$ cat config.mk
export PLATFORM = sky130hd
export DESIGN_NAME = axis_pkt_rx_flat
export DESIGN_NICKNAME = d
export VERILOG_FILES = /design/src/rtl/axis_pkt_rx_pkg.sv /design/src/rtl/axis_pkt_rx_if.sv /design/src/rtl/axis_pkt_rx_sync_fifo.sv /design/src/rtl/axis_pkt_rx.sv /design/src/flat_wrapper.sv
export SDC_FILE = /design/constraint.sdc
export NUM_CORES = 1
export LEC_CHECK = 0
export CAP_MARGIN = 20
export CORE_MARGIN = 2
export CORE_UTILIZATION = 40
export CTS_CLUSTER_SIZE = 10
export DETAILED_ROUTE_END_ITERATION = 16
export PLACE_DENSITY_LB_ADDON = 0.12
export SYNTH_ARGS = -nofsm -noshare
export SYNTH_HDL_FRONTEND = slang
export SYNTH_SLANG_ARGS = --single-unit
export TNS_END_PERCENT = 100
$ cat constraint.sdc
create_clock -name clk -period 15.05 [get_ports clk]
set_input_delay 3.01 -clock clk [delete_from_list [all_inputs] [get_ports clk]]
set_output_delay 3.01 -clock clk [all_outputs]
set_load 0.02 [all_outputs]
$ cat src/rtl/axis_pkt_rx_pkg.sv
// axis_pkg: shared types and constants for the AXI-Stream receive path.
// Holds the input FSM state enum, sideband width and the beat layout.
package axis_pkg;

    localparam int DATA_W  = 32;
    localparam int TUSER_W = 2;

    typedef enum logic [1:0] {
        IDLE,
        RECV,
        DROP
    } rx_state_e;

    typedef struct packed {
        logic [TUSER_W-1:0] tuser;
        logic               tlast;
        logic [DATA_W-1:0]  tdata;
    } axis_beat_t;

endpackage

$ cat src/rtl/axis_pkt_rx_if.sv
// axis_if: one AXI-Stream channel (tdata/tvalid/tready/tlast/tuser).
// The master drives payload and valid; the slave drives ready.
interface axis_if
    import axis_pkg::*;
#(
    parameter int DATA_WIDTH = DATA_W
);

    logic [DATA_WIDTH-1:0] tdata;
    logic                  tvalid;
    logic                  tready;
    logic                  tlast;
    logic [TUSER_W-1:0]    tuser;

    modport master (
        output tdata, tvalid, tlast, tuser,
        input  tready
    );

    modport slave (
        input  tdata, tvalid, tlast, tuser,
        output tready
    );

endinterface

$ cat src/rtl/axis_pkt_rx_sync_fifo.sv
// axis_sync_fifo: generic first-word-fall-through FIFO.
// Pointers carry one extra MSB so full and empty are told apart on wrap.
module axis_sync_fifo #(
    parameter int WIDTH = 8,
    parameter int DEPTH = 16
) (
    input  logic                   clk,
    input  logic                   rst,
    input  logic                   push,
    input  logic [WIDTH-1:0]       wdata,
    input  logic                   pop,
    output logic [WIDTH-1:0]       rdata,
    output logic                   full,
    output logic                   empty,
    output logic [$clog2(DEPTH):0] level
);

    localparam int AW = $clog2(DEPTH);

    logic [WIDTH-1:0] mem [DEPTH];
    logic [AW:0]      wr_ptr;
    logic [AW:0]      rd_ptr;

    assign empty = (wr_ptr == rd_ptr);
    assign full  = (wr_ptr[AW] != rd_ptr[AW]) &&
                   (wr_ptr[AW-1:0] == rd_ptr[AW-1:0]);
    assign level = wr_ptr - rd_ptr;

    // Head entry is shown directly; zero when nothing is stored.
    assign rdata = empty ? '0 : mem[rd_ptr[AW-1:0]];

    // Pointer update; a simultaneous push and pop leaves level unchanged.
    always_ff @(posedge clk or posedge rst) begin
        if (rst) begin
            wr_ptr <= '0;
            rd_ptr <= '0;
        end else begin
            if (push && !full)
                wr_ptr <= wr_ptr + 1'b1;
            if (pop && !empty)
                rd_ptr <= rd_ptr + 1'b1;
        end
    end

    // Storage write; contents need no reset since empty masks the head.
    always_ff @(posedge clk) begin
        if (push && !full)
            mem[wr_ptr[AW-1:0]] <= wdata;
    end

endmodule

$ cat src/rtl/axis_pkt_rx.sv
// axis_pkt_rx: AXI-Stream packet receiver with length cap and status.
// Define AXIS_PKT_RX_STATS_EN to build pkt_done/pkt_len/pkt_count.
module axis_pkt_rx
    import axis_pkg::*;
#(
    parameter int DATA_WIDTH  = DATA_W,
    parameter int DEPTH       = 16,
    parameter int MAX_PKT_LEN = 256
) (
    input  logic                   clk,
    input  logic                   rst,
    axis_if.slave                  s,
    axis_if.master                 m,
    output logic                   pkt_done,
    output logic [15:0]            pkt_len,
    output logic [15:0]            pkt_count,
    output logic                   err_oversize,
    output logic [$clog2(DEPTH):0] fifo_level
);

    localparam int          BEAT_W  = DATA_WIDTH + TUSER_W + 1;
    localparam logic [15:0] MAX_LEN = 16'(MAX_PKT_LEN);

    rx_state_e         state;
    rx_state_e         state_nx;
    logic [15:0]       beat_cnt;
    logic [15:0]       cnt_nx;
    logic [15:0]       cnt_inc;
    logic [15:0]       len_nx;
    logic              rdy_en;
    logic              full;
    logic              empty;
    logic              push;
    logic              pop;
    logic              force_last;
    logic              complete;
    logic              set_err;
    logic              xfer_in;
    logic [BEAT_W-1:0] wr_beat;
    logic [BEAT_W-1:0] rd_beat;

    // rdy_en keeps tready low until the first edge after reset release.
    assign s.tready = rdy_en && (state == DROP || !full);
    assign xfer_in  = s.tvalid && s.tready;
    assign cnt_inc  = beat_cnt + 16'd1;

    // Packet framing: decide push, forced tlast, completion and next state.
    always_comb begin
        state_nx   = state;
        cnt_nx     = beat_cnt;
        push       = 1'b0;
        force_last = 1'b0;
        complete   = 1'b0;
        set_err    = 1'b0;
        len_nx     = 16'd0;
        unique case (state)
            IDLE: begin
                if (xfer_in) begin
                    push = 1'b1;
                    if (s.tlast || MAX_LEN == 16'd1) begin
                        force_last = (MAX_LEN == 16'd1);
                        complete   = 1'b1;
                        len_nx     = 16'd1;
                        cnt_nx     = 16'd0;
                    end else begin
                        cnt_nx   = 16'd1;
                        state_nx = RECV;
                    end
                end
            end
            RECV: begin
                if (xfer_in) begin
                    push   = 1'b1;
                    cnt_nx = cnt_inc;
                    if (s.tlast) begin
                        complete = 1'b1;
                        len_nx   = cnt_inc;
                        cnt_nx   = 16'd0;
                        state_nx = IDLE;
                    end else if (cnt_inc == MAX_LEN) begin
                        force_last = 1'b1;
                        set_err    = 1'b1;
                        complete   = 1'b1;
                        len_nx     = cnt_inc;
                        cnt_nx     = 16'd0;
                        state_nx   = DROP;
                    end
                end
            end
            DROP: begin
                if (xfer_in && s.tlast)
                    state_nx = IDLE;
            end
            default: state_nx = IDLE;
        endcase
    end

    // FSM state, beat counter, ready enable and sticky oversize flag.
    always_ff @(posedge clk or posedge rst) begin
        if (rst) begin
            state        <= IDLE;
            beat_cnt     <= 16'd0;
            rdy_en       <= 1'b0;
            err_oversize <= 1'b0;
        end else begin
            state    <= state_nx;
            beat_cnt <= cnt_nx;
            rdy_en   <= 1'b1;
            if (set_err)
                err_oversize <= 1'b1;
        end
    end

    assign wr_beat = {s.tuser, s.tlast | force_last, s.tdata};
    assign pop     = !empty && m.tready;

    axis_sync_fifo #(
        .WIDTH (BEAT_W),
        .DEPTH (DEPTH)
    ) u_fifo (
        .clk   (clk),
        .rst   (rst),
        .push  (push),
        .wdata (wr_beat),
        .pop   (pop),
        .rdata (rd_beat),
        .full  (full),
        .empty (empty),
        .level (fifo_level)
    );

    assign m.tvalid = !empty;
    assign {m.tuser, m.tlast, m.tdata} = rd_beat;

`ifdef AXIS_PKT_RX_STATS_EN
    // Completion status: one-cycle pulse, stored length, wrapping count.
    always_ff @(posedge clk or posedge rst) begin
        if (rst) begin
            pkt_done  <= 1'b0;
            pkt_len   <= 16'd0;
            pkt_count <= 16'd0;
        end else begin
            pkt_done <= complete;
            if (complete) begin
                pkt_len   <= len_nx;
                pkt_count <= pkt_count + 16'd1;
            end
        end
    end
`else
    logic unused_stats;
    assign unused_stats = ^{complete, len_nx};
    assign pkt_done     = 1'b0;
    assign pkt_len      = 16'd0;
    assign pkt_count    = 16'd0;
`endif

endmodule
$ cat src/flat_wrapper.sv
// flat-port wrapper written by rule: the top's interface ports become plain ports
module axis_pkt_rx_flat import axis_pkg::*;
#(
    parameter int DATA_WIDTH  = DATA_W,
    parameter int DEPTH       = 16,
    parameter int MAX_PKT_LEN = 256
)
  (clk, rst, pkt_done, pkt_len, pkt_count, err_oversize, fifo_level, s_tdata, s_tvalid, s_tlast, s_tuser, s_tready, m_tdata, m_tvalid, m_tlast, m_tuser, m_tready);
  axis_if #(.DATA_WIDTH(DATA_WIDTH)) s_i ();
  axis_if #(.DATA_WIDTH(DATA_WIDTH)) m_i ();
  input  logic clk;
  input  logic rst;
  output logic pkt_done;
  output logic [15:0] pkt_len;
  output logic [15:0] pkt_count;
  output logic err_oversize;
  output logic [$clog2(DEPTH):0] fifo_level;
  input wire logic [$bits(s_i.tdata)-1:0] s_tdata;
  input wire logic [$bits(s_i.tvalid)-1:0] s_tvalid;
  input wire logic [$bits(s_i.tlast)-1:0] s_tlast;
  input wire logic [$bits(s_i.tuser)-1:0] s_tuser;
  output wire logic [$bits(s_i.tready)-1:0] s_tready;
  output wire logic [$bits(m_i.tdata)-1:0] m_tdata;
  output wire logic [$bits(m_i.tvalid)-1:0] m_tvalid;
  output wire logic [$bits(m_i.tlast)-1:0] m_tlast;
  output wire logic [$bits(m_i.tuser)-1:0] m_tuser;
  input wire logic [$bits(m_i.tready)-1:0] m_tready;
  assign s_i.tdata = s_tdata;
  assign s_i.tvalid = s_tvalid;
  assign s_i.tlast = s_tlast;
  assign s_i.tuser = s_tuser;
  assign s_tready = s_i.tready;
  assign m_tdata = m_i.tdata;
  assign m_tvalid = m_i.tvalid;
  assign m_tlast = m_i.tlast;
  assign m_tuser = m_i.tuser;
  assign m_i.tready = m_tready;
  axis_pkt_rx #(.DATA_WIDTH(DATA_WIDTH), .DEPTH(DEPTH), .MAX_PKT_LEN(MAX_PKT_LEN)) u_core (.clk(clk), .rst(rst), .s(s_i), .m(m_i), .pkt_done(pkt_done), .pkt_len(pkt_len), .pkt_count(pkt_count), .err_oversize(err_oversize), .fifo_level(fifo_level));
endmodule
Yosys cells after proc, flatten, opt, wreduce, memory -nomap -nowiden
Memory sizes are Yosys's and may differ from the RTL's.
Cells that the tools add are included.
{"block": "word_totals", "register_bits": 30, "latchBits": 0, "mem_bits_rw": 560, "romBits": 0, "input_bits": 39, "out_inout_bits": 76, "word_cells": 60, "memories": 1}
{"block": "classes", "n_addsub": 4, "n_mul": 0, "div": 0, "order_cmp": 0, "eq_ne": 11, "shifts": 0, "muxes": 22, "n_bitwise": 1, "n_reduce_logical": 15}
{"name": "u_core.u_fifo.mem", "words": 16, "word_bits": 35, "read_ports": 1, "rd_ports_with_merged_regs": 0, "wr": 1, "line_no": "axis_pkt_rx_sync_fifo.sv:20", "text": "logic [WIDTH-1:0] mem [DEPTH];"}
{"op": "16-bit 2-to-1 mux", "n": 4}
{"op": "35-bit 2-to-1 mux", "n": 1}
{"op": "16-bit one-hot mux with 2 select lines", "n": 1}
{"op": "16-bit by 1-bit adder with 16-bit output, second input constant", "n": 1}
{"op": "16-bit by 9-bit equality test with 1-bit output, second input constant", "n": 1}
{"op": "2-bit 2-to-1 mux", "n": 6}
{"op": "5-bit by 1-bit adder with 5-bit output, second input constant", "n": 2}
{"op": "1-bit 2-to-1 mux", "n": 9}
{"op": "1-bit logical AND", "n": 7}
{"op": "2-bit one-hot mux with 3 select lines", "n": 1}
{"op": "5-bit equality test", "n": 1}
{"op": "5-bit AND reduction", "n": 1}
{"op": "5-bit subtractor", "n": 1}
{"op": "4-bit equality test", "n": 1}
{"op": "2-bit by 1-bit inequality test with 1-bit output, second input constant", "n": 2}
{"op": "2-bit inequality test, second input constant", "n": 2}
{"op": "3-bit by 2-bit inequality test with 1-bit output, second input constant", "n": 1}
{"op": "3-bit AND reduction", "n": 1}
{"op": "2-bit by 1-bit equality test with 1-bit output, second input constant", "n": 1}
{"op": "2-bit equality test, second input constant", "n": 1}
{"op": "1-bit zero test", "n": 2}
{"op": "2-bit zero test", "n": 1}
{"op": "2-bit nonzero test", "n": 1}
{"op": "2-bit OR reduction", "n": 1}
{"op": "3 further kinds", "n": 3}

Depth between registers and ports, before layout
{"block": "depth", "ltp_word": 11, "depth_mapped": 12, "ltp_nobuf": 8}

Modules after synthesis
Synthesis repeated with hierarchy kept, for this count alone.
{"block": "hier_totals", "cells_unflattened": 1192, "hier_area_um2": 23722.8}
{"mod": "axis_sync_fifo", "n_inst": 1, "cells_per_inst": 986, "area_per_inst_um2": 22084.9}
{"mod": "axis_pkt_rx", "n_inst": 1, "cells_per_inst": 206, "area_per_inst_um2": 1637.8}

Least setup slack after synthesis
No wires, ideal clock.
{"block": "synth_path", "path_type": "input to register", "from": "input port s_tvalid", "to": "memory u_core.u_fifo.mem[0][0] (netlist name), enable pin", "setup_time_ns": 0.471, "arrival_ns": 6.344, "t_required_ns": 14.579, "setup_slack_ns": 8.235, "cell_stages": 5, "path_buffers": 1, "path_cell_list": "nand2_1 > nor3_1 > clkbuf_1 > nand2_1 > nor3_1"}
{"block": "synth_between", "elab_chain_cells": 6}
{"element": "from (decl)", "line_no": "flat_wrapper.sv:19", "text": "input wire logic [$bits(s_i.tvalid)-1:0] s_tvalid;"}
{"element": "1-bit logical AND", "line_no": "axis_pkt_rx.sv:44", "text": "assign xfer_in = s.tvalid && s.tready;"}
{"element": "1-bit 2-to-1 mux", "line_no": "axis_pkt_rx.sv:58, axis_pkt_rx.sv:72"}
{"element": "1-bit 2-to-1 mux"}
{"element": "1-bit logical AND", "line_no": "axis_pkt_rx_sync_fifo.sv:47", "text": "if (push && !full)"}
{"element": "1-bit 2-to-1 mux", "line_no": "axis_pkt_rx_sync_fifo.sv:47"}
{"element": "1-bit 2-to-1 mux (implied by the code)", "line_no": "axis_pkt_rx_sync_fifo.sv:48", "text": "mem[wr_ptr[AW-1:0]] <= wdata;"}
{"element": "to (decl)", "line_no": "axis_pkt_rx_sync_fifo.sv:20"}
Every way passes these cells.

Worst setup path in the final report
{"block": "layout_path", "from": "register u_core.u_fifo.rd_ptr[1]", "to": "output port m_tdata[4]"}
{"block": "layout_between", "elab_chain_cells": 2, "elab_cells_between_ends": 3, "cone_classes": "eq/ne: 1; mux: 1; memory: 1"}
{"element": "from (decl)", "line_no": "axis_pkt_rx_sync_fifo.sv:22", "text": "logic [AW:0] rd_ptr;"}
{"element": "from (signal assigned)", "line_no": "axis_pkt_rx_sync_fifo.sv:41", "text": "rd_ptr <= rd_ptr + 1'b1;"}
{"element": "memory read 16 x 35 bit / 5-bit equality test (equally long branches)"}
{"element": "35-bit 2-to-1 mux (*)", "line_no": "axis_pkt_rx_sync_fifo.sv:30", "text": "assign rdata = empty ? '0 : mem[rd_ptr[AW-1:0]];"}
{"element": "to (decl)", "line_no": "flat_wrapper.sv:23", "text": "output wire logic [$bits(m_i.tdata)-1:0] m_tdata;"}
Every way passes the cells marked *; elsewhere a longest branch is shown, timed or not.

==> key figures <==
Cells and area
  • Non-filler instance count after layout: 1993
  • Fraction of layout instances using a drive strength above 1: 0.249
  • Area grow syn2layout: 15.5%
  • Final net count: 1266
  • Most frequent cells in the layout: edfxtp_1 (560), mux4_2 (175), clkdlybuf4s50_1 (81)
  • Most common cell after layout, fill and taps aside: edfxtp_1

Timing
  • Setup TNS: 0 ns
  • Worst slew margin: 0.285
  • Slew @ Worst Pin: 1.07 ns
  • Final Cycle Share: 0.520
  • RSZ-0062 raised after global routing: false
  • Final Slew Violations: 0
  • Final setup vio count: 0
  • FMAX: approximately 130 MHz
  • Clk_skew: roughly 0.016 ns
  • Minimum clock period: between 7 and 8 ns
  • Hold Fails Final Rpt: 0

Worst setup path
  • CP Cell Sequence: buf_4, buf_4, mux4_2, mux4_2, nor2b_1, clkdlybuf4s50_1
  • R2r worst-path depth: 10
  • CP Data Required Time: around 12 ns
  • Critical path class: register to primary output
  • CP Buf/Inv Count: 3
  • Crit. End Element: primary output
  • CP top delay family: buffers and inverters
  • Slowest-stage cell, CP: buf_4
  • Path length in cells of the critical path: 6
  • Crit path DAT: between 4 and 5 ns
  • Worst Path Max Fanout: between 60 and 70
  • Reg2reg setup slack: approximately 11 ns
  • Reg2Reg Launch Point: u_core.u_fifo.rd_ptr[2]
  • Critical path's largest stage delay: roughly 0.96 ns
  • Critical path startpoint category: register
  • CP Launch Point: u_core.u_fifo.rd_ptr[1]
  • R2r endpoint: u_core.u_fifo.mem[15][15]

Clocking
  • Clock sink total: between 500 and 600
  • CTS Hold Bufs: 0
  • Longest Clk Path Bufs: 3
  • Clock slew at reported path FFs: 0.05 ns
  • CTS tree: done
  • CTS Buf Count: between 60 and 70
  • Clk_lat worst skew: between 0.5 and 0.6 ns
  • CTS H-Tree Depth: 3
  • Postcts setup bufs: 0
  • Clock Root Buffer: clkbuf_16
  • PostCTS Resize Cnt: 0

Global route
  • Largest net degree at the start of global routing: 70
  • Vias in the first global route: about 12000
  • GRT Util Overall: 0.183
  • Global route overflow: 0
  • First-pass GRT wire length: about 80 mm
  • Initial antenna violation count: 3

Floorplan
  • Starting utilization of the core area: 0.405
  • Die W: approximately 250 um
  • Row count: 88
  • Area of the die: about 61000 um2
  • Core area: 57800 um2
  • Die Y: between 200 and 250 um
  • I/O pin count: 115

Pwr
  • Lkg Pwr: ~8.6 nW
  • Max IR drop VDD: between 0.08 and 0.09 mV
  • Clock power frac: 0.282
  • Internal power component: around 3.6 mW
  • Sw Ratio: 0.298
  • Share of power burned in registers: 0.387
  • Pwr dens: 188 nW/um2
  • Comb power frac: 0.331
  • NetSw: between 1.5 and 2 mW

Logic synthesis
  • Asr flop ratio synth: 0.0508
  • Synth Cell Area: approximately 23000 um2
  • Post-synth EDFFs: 560
  • Synth Warn #: 0
  • Register area share after synthesis: 0.750
  • Synth Area in Simple Gates: 0.0355
  • Post-synthesis mux area share: 0.169
  • Mean Syn Cell Area: approximately 21 um2
  • Area share of fa/ha/maj cells after synthesis: 0.00620
  • Seq cells post-synth: a little under 600
  • Top_reg_cell synth: edfxtp_1
  • Largest family of logic cells by synthesized area: multiplexers
  • XOR/XNOR share of the synthesized area: 0.00561
  • Synth Area in Compound Gates: 0.0116
  • Synthesized instance count: 1091
  • Yosys cell types: 51

Drt
  • Router iterations before antenna repair: 4
  • Routed WL per cell: 26.9 um
  • Antenna-violating nets left: 0
  • Drt drc: 0
  • Vias/cell: ~5.5
  • Iter 0 DRT Violations: 760
  • Vias: around 11000
  • Routed WL: 53.6 mm

Place
  • # placed instances: between 1500 and 2000
  • PortBufs: slightly above 80
  • Final GP Congestion: between 0.7 and 0.8
  • Post-DP HPWL: between 20 and 30 mm

Run status
  • Status: complete, no violations

Min path
  • Hold Path Origin: u_core.err_oversize
  • Endpoint, Worst Hold: u_core.err_oversize
  • Hold Crit Depth: 1
  • Worst hold-check path type: register to register

Job
  • Max Cap Viol: 0
synthesized netlist by cell type (3+ instances only):
library cell	count	area, um2
edfxtp_1	560	16800
buf_1	8	30.0
nor4_1	7	43.8
xnor2_1	12	105
inv_1	14	52.6
mux4_2	175	3940
nand2_1	38	143
nand4_1	10	62.6
a21o_1	3	22.5
buf_2	14	70.1
dfrtp_1	30	751
clkbuf_1	31	116
nand3_1	7	35.0
a21oi_1	3	15.0
nor2b_1	36	225
a31oi_1	5	31.3
o21ai_0	17	85.1
nor3_1	10	50.1
ha_1	10	125
nor2_1	25	93.8
xor2_1	3	26.3
buf_4	33	248
and3_1	3	18.8
nand2b_1	5	31.3
final cells by class:
| class | instances | area (um2) |
|---|---|---|
| antenna | 1 | 2.50 |
| clock buffer | 75 | 1790 |
| clock inverter | 7 | 62.6 |
| fill | 4819 | 30700 |
| inverter | 15 | 57.6 |
| multi-input combinational | 432 | 5580 |
| sequential | 590 | 17600 |
| tap | 765 | 957 |
| timing repair buffer | 108 | 1030 |
logic make-up (layout without fill, tap and decap cells):
kind of cell,count (synthesis),after routing
AO/OA/AOI/OAI,42,42
XOR/XNOR,15,15
multiplexers,176,176
adder cells (fa/ha/maj),11,11
buffers and inverters,101,205
flip-flops,590,590
AND/OR/NAND/NOR,154,154
other,2,35
worst max-delay path by stage:
stage | to | slack, ns
after floorplan | u_core.u_fifo.mem[0][0] | 8.24
after global placement | m_tuser[1] | 7.72
after detailed placement | m_tdata[10] | 7.70
after CTS | m_tdata[10] | 7.07
after global routing | m_tdata[20] | 6.98
final | m_tdata[4] | 7.22
power groups by stage:
stage	Combinational (mW)	Clock, mW	Sequential [mW]
6_report	1.68	1.43	1.97
5_1_grt	1.80	1.54	1.98
4_1_cts	1.72	1.48	1.97
3_5_place_dp	1.72	0	2.00
3_3_place_gp	1.72	0	2.00
2_1_floorplan	1.12	0	1.96
sequential cells by signal (all words and copies together), names as in the netlist:
| name | flops |
|---|---|
| u_core.rdy_en | 1 |
| u_core.state | 2 |
| u_core.u_fifo.mem | 560 |
| u_core.u_fifo.rd_ptr | 5 |
| u_core.beat_cnt | 16 |
| u_core.err_oversize | 1 |
| u_core.u_fifo.wr_ptr | 5 |
per-layer routing:
metal,up-vias,GRT usage,routed length (um)
li1,4665,-,-
met1,5923,0.244,23100
met2,269,0.310,27300
met3,83,0.0293,2150
met4,4,0.0553,1080
met5,-,0,26
per-stage QoR:
stage                     total power, mW  instance area [um2]  utilization  hold slack, ns  worst slack (ns)
after floorplan                      3.08                23500            -           0.471              8.24
after global placement               3.72                25200        0.435           0.454              7.72
after detailed placement             3.72                25200        0.435           0.464              7.70
after CTS                            5.17                27000        0.468           0.479              7.07
after global routing                 5.33                27100        0.468           0.520              6.98
final                                5.09                27100        0.468           0.480              7.22
No activity file was read; power rests on OpenSTA's default activity.
